## config.mk

```make
export PLATFORM = sky130hd
export DESIGN_NAME = two_seq_det
export DESIGN_NICKNAME = d
export VERILOG_FILES = /design/src/rtl/two_seq_det.sv
export SDC_FILE = /design/constraint.sdc
export NUM_CORES = 1
export LEC_CHECK = 0
export CAP_MARGIN = 20
export CORE_AREA = 2 2 39 41
export CTS_BUF_LIST = sky130_fd_sc_hd__clkbuf_16
export DETAILED_ROUTE_END_ITERATION = 8
export DIE_AREA = 0 0 41 43
export HOLD_SLACK_MARGIN = 0.02
export PLACE_DENSITY_LB_ADDON = 0.2
export SETUP_SLACK_MARGIN = 0.4
export SLEW_MARGIN = 25
export SYNTH_ARGS = -nofsm -noshare
export SYNTH_HDL_FRONTEND = slang
export SYNTH_SLANG_ARGS = --single-unit
```

## constraint.sdc

```tcl
create_clock -name clk -period 0.86 [get_ports clk]
set_input_delay 0.086 -clock clk [delete_from_list [all_inputs] [get_ports clk]]
set_output_delay 0.086 -clock clk [all_outputs]
set_load 0.005 [all_outputs]
```

## src/rtl/two_seq_det.sv

```systemverilog
// Serial detector for overlapping 0110 / 0111 patterns with registered one-cycle match pulses.
// Optional saturating match counters are built when TWO_SEQ_DET_COUNT_EN is defined.
module two_seq_det (
  input  logic       clk,
  input  logic       reset,
  input  logic       din,
  output logic       detected_0110,
  output logic       detected_0111
`ifdef TWO_SEQ_DET_COUNT_EN
  ,
  output logic [7:0] count_0110,
  output logic [7:0] count_0111
`endif
);

  // Each state names the longest received suffix that is also a prefix of 011x.
  typedef enum logic [1:0] {
    IDLE = 2'd0,
    S0   = 2'd1,
    S01  = 2'd2,
    S011 = 2'd3
  } state_e;

  state_e state_q, state_d;
  logic   det_0110_q, det_0110_d;
  logic   det_0111_q, det_0111_d;

  always_comb begin
    // NOTE: every always_comb output gets a default first so no path leaves it unassigned (no latch).
    state_d    = state_q;
    det_0110_d = 1'b0;
    det_0111_d = 1'b0;
    unique case (state_q)
      IDLE: state_d = din ? IDLE : S0;
      S0:   state_d = din ? S01  : S0;
      S01:  state_d = din ? S011 : S0;
      S011: begin
        // The trailing 0 of 0110 starts the next candidate; 0111 leaves nothing reusable.
        state_d    = din ? IDLE : S0;
        det_0110_d = ~din;
        det_0111_d = din;
      end
      default: state_d = IDLE;
    endcase
  end

`ifdef TWO_SEQ_DET_COUNT_EN
  logic [7:0] cnt_0110_q, cnt_0110_d;
  logic [7:0] cnt_0111_q, cnt_0111_d;

  always_comb begin
    cnt_0110_d = cnt_0110_q;
    cnt_0111_d = cnt_0111_q;
    if (det_0110_d && (cnt_0110_q != 8'hFF)) cnt_0110_d = cnt_0110_q + 8'd1;
    if (det_0111_d && (cnt_0111_q != 8'hFF)) cnt_0111_d = cnt_0111_q + 8'd1;
  end
`endif

  always_ff @(posedge clk or negedge reset) begin
    if (!reset) begin
      state_q    <= IDLE;
      det_0110_q <= 1'b0;
      det_0111_q <= 1'b0;
`ifdef TWO_SEQ_DET_COUNT_EN
      cnt_0110_q <= 8'd0;
      cnt_0111_q <= 8'd0;
`endif
    end else begin
      // NOTE: non-blocking assignments so every flop samples the pre-edge values together.
      state_q    <= state_d;
      det_0110_q <= det_0110_d;
      det_0111_q <= det_0111_d;
`ifdef TWO_SEQ_DET_COUNT_EN
      cnt_0110_q <= cnt_0110_d;
      cnt_0111_q <= cnt_0111_d;
`endif
    end
  end

  assign detected_0110 = det_0110_q;
  assign detected_0111 = det_0111_q;
`ifdef TWO_SEQ_DET_COUNT_EN
  assign count_0110 = cnt_0110_q;
  assign count_0111 = cnt_0111_q;
`endif

endmodule

```

# Word-level counts from Yosys, hierarchy flattened
# Cells that the tools add are included.
# totals
register_bits	4
latch_bits	0
ram_bits	0
romBits	0
inputBits	3
out_inout_bits	2
wordCells	15
memories	0
# op_classes
add_sub_neg	0
n_mul	0
div	0
n_lt_le_gt_ge	0
eq_ne	3
n_shift	0
muxes	6
bitwise_logic	1
n_reduce_logical	2
# ops
operator	n
one-hot mux 2 bit (3 select lines)	1
== test 2 bit (second input constant)	2
two-way mux 2 bit	2
two-way mux 1 bit	3
== test 2 x 1 -> 1 bit (second input constant)	1
zero test 2 bit	1
OR reduction 2 bit	1
NOT 1 bit	1

# Depth between registers and ports, before layout
# Gate-level depths: netlist of the first run.
# logic_depth
ltp_word	3
mapped_depth	4
ltp_nobuf	4

# Least setup slack after synthesis of the first run
# OpenSTA, ideal clock, no wires.
# synth_timing
kind	flip-flop to flip-flop
from	reg state_q[0]
to	reg state_q[0]
setup_time_ns	0.126
t_arrival_ns	0.825
required_time_ns	0.734
setup_slack_ns	-0.090
stages_incl_launch_ff	5
n_path_buf	0
synth_period_minus_slack_ns	0.950
path_cell_list	dfrtp_1 > inv_1 > ha_1 > nor2_1 > o22ai_1
# synth_via
elab_chain_cells	3
elab_cells_between_ends	6
cone_classes	eq/ne: 3; mux: 1; reduce/logical: 2
# synth_lines
element	line	text
start, declared	24	state_e state_q, state_d;
start signal, assigned	70	state_q <= state_d;
== test 2 bit / zero test 2 bit (equally long branches)	33	unique case (state_q)
OR reduction 2 bit (no line)	--	
one-hot mux 2 bit (3 select lines) *	33	
via state_d[0]	24	
# The timed path passes the listed nets; every way through them passes the cells marked *.

# Worst setup path after layout of the first run
# layout_timing
from	reg state_q[1]
to	reg state_q[0]
# Same word-level chain as after synthesis.

==> results.toml, run 1 <==
[logic_synthesis]
ys_top_cells_by_area = "dfrtp_1 56%, ha_1 21%, inv_1 6.3%"
yosys_warnings = 0
syn_area_per_cell_um2 = 11.9
syn_area_um2 = 179
yosys.cell_count.top_type = "dfrtp_1"
ys_top_cells_by_count = "4 x dfrtp_1, 3 x ha_1, 3 x inv_1"
synth_edf_count = 0
yosys_most_used_dff = "dfrtp_1"
synthDistinctLibCells = 8
synth_top_area_cell = "dfrtp_1"
synth_top_area_share_pct = 55.9
ys_ff_latch = 4
netlist_instances = 15
ys_async_sr_fraction_pct = 100
ys_seq_area_share_pct = 55.9
synth_nets = 21

[worst_setup_path]
rr_endpoint = "state_q[0]"
r2r_slack_ns = -0.12
crit_arrival_ns = 1.07
regToRegStartpoint = "state_q[1]"
worstPathRequired_ns = 0.96
setup.worst_path.start_class = "flip-flop"
worst_r2r_path_depth = 3
critPathCaptureType = "flip-flop"
path_class = "flip-flop to flip-flop"
crit_path_top_delay_cell = "dfrtp_1"
cpPeakStageDelay_ns = 0.39
worstPathMaxFanout = 3
crit_chain = "ha_1, nor2_1, o22ai_1"

[timing]
whs_ns = 0.0722
fin_crit_sh_pct = 114
fmaxAchievable_mhz = 1020
min_period_ns = 0.976
drv_slew = 0
finClkSkew_ns = 0.00126
tns_ns = -0.345
setup_violations = 4
rsz0062_at_grt = "yes"
tightestPinTransition_ns = 0.199
slew-limit-headroom_pct = 86.7
final_hold_viol_count = 0
fin_ws_ns = -0.116

[floorplanning]
num_rows = 14
die_w_um = 41
io_pins = 5
dieArea_mm2 = 0.00176
die_y_um = 43
start_util_pct = 12.9
core-area_mm2 = 0.00138

[detailed_routing]
drt-pass1-iter-count = 2
num_vias = 134
ant_nets = 0
routed_wirelength_um = 342
route.detailed.drc = 0
via_per_inst = 3.44
initialDrtViolationCount = 1
drt-wirelength-per-cell_um = 8.77

[power_and_ir_drop]
ir_worst_vdd_uv = 832
p_leak_uw = 0.000154
finalPower_uw = 1240
power_density_mw_per_mm2 = 3810

[final_layout]
diodes = 0
area_growth_pct = 81.1
layout.nets = 31
drive_gt1_share_pct = 39.1
final_area_um2 = 324
fill_cells = 145

[global_routing]
grt_use_total_pct = 6.43
grt_pass1_vias = 142
grt_first_pass_wirelength_um = 593
antenna_found_initial = 0
grt_max_degree = 5
grt-ovfl-total = 0

[place]
place.gp.congestion = 0.631
hpwl_um = 243
place.port_buffers = 4
placed_cell_area_um2 = 241

[clock_tree]
cts_made_buffers = 3
clock_sink_count = 4
cts.htree.levels = 1
insertion_delay_ns = 0.22
clock_path_buffers = 2
clockRootBuffer = "clkbuf_16"
cts_tree = "done"
clk_pin_slew_worst_paths_ns = 0.03

[run_status]
outcome = "finished with violations"
failed_checks = "negative setup slack"

[hold_path]
hp-class = "input port to asynchronous set/reset pin"

[flow_run]
max_cap_viol_count = 0
[worst max-delay path: cells and delay by family (launching register included)]
| family | cells | cell delay (ns) |
|---|---|---|
| and+or+nand+nor | 1 | 0.09 |
| AOI/OAI and AO/OA | 1 | 0.07 |
| adders and majority gates | 1 | 0.30 |
| DFF | 1 | 0.39 |
[per-stage QoR]
stage	util (%)	worst slack, ns	cells
2_1_floorplan	-	-0.0549	15
3_3_place_gp	17.5	-0.0878	35
3_5_place_dp	17.5	-0.117	35
4_1_cts	22.5	-0.121	38
5_1_grt	23.4	-0.163	39
6_report	23.4	-0.116	39
[final cells by class]
class,instances,area [µm²],share of cell area (%)
repair buffers,5,37.5,11.6
well taps,16,20.0,6.18
multi-input cells,8,80.1,24.7
inverters,3,11.3,3.47
clock buffers,3,75.1,23.2
flip-flops and latches,4,100,30.9
[timing repair]
action	in CTS	in global routing
endpoints found under the setup margin	6	6
hold buffers	0	0
gates resized for setup	6	4
setup buffers	0	1
endpoints found under the hold margin	0	0
pin swaps	1	0
[worst max-delay path by stage]
stage	start	endpoint	cells past startpoint
after floorplan	state_q[1]	state_q[0]	3
after global placement	state_q[0]	state_q[0]	4
after detailed placement	state_q[0]	state_q[0]	4
after CTS	state_q[0]	state_q[0]	4
after global routing	state_q[1]	state_q[0]	3
final	state_q[1]	state_q[0]	3
[sequential cells by signal, summed over array words and instances, names as in the netlist]
register and flops:
detected_0110 1, detected_0111 1, state_q 2
[layout by cell type, fill, tap and decap left out, drive strengths merged]
| cell type | count |
|---|---|
| nor2b | 1 |
| ha | 3 |
| o21a | 1 |
| o22ai | 1 |
| and2 | 1 |
| buf | 3 |
| nor2 | 1 |
| dfrtp | 4 |
| clkbuf | 3 |
| clkdlybuf4s50 | 2 |
| inv | 3 |
[layer usage]
metal,up-vias,track usage [%],wire (µm)
li1,64,-,-
met1,61,4.52,131
met2,7,7.19,157
met3,2,6.28,36
met4,0,10.0,16
met5,-,0,0
[cells by family (layout without fill, tap and decap cells)]
kind of cell	count (synthesis)	count (layout)	share of synthesized area [%]
flip-flops	4	4	55.9
adder cells (fa/ha/maj)	3	3	21.0
AND/OR/NAND/NOR	3	3	9.09
buffers and inverters	3	11	6.29
AO/OA/AOI/OAI	2	2	7.70
[power breakdown]
| group | internal (µW) | switching [µW] |
|---|---|---|
| clock network | 594 | 129 |
| registers | 242 | 37.1 |
| logic | 133 | 101 |
Power figures use the tool's default switching activity.
==> run 2, diff against run 1 <==
CAP_MARGIN = 10   (was 20)
==> results of run 2 <==
The final DEF is identical to that of run 1; final timing and power are the same.
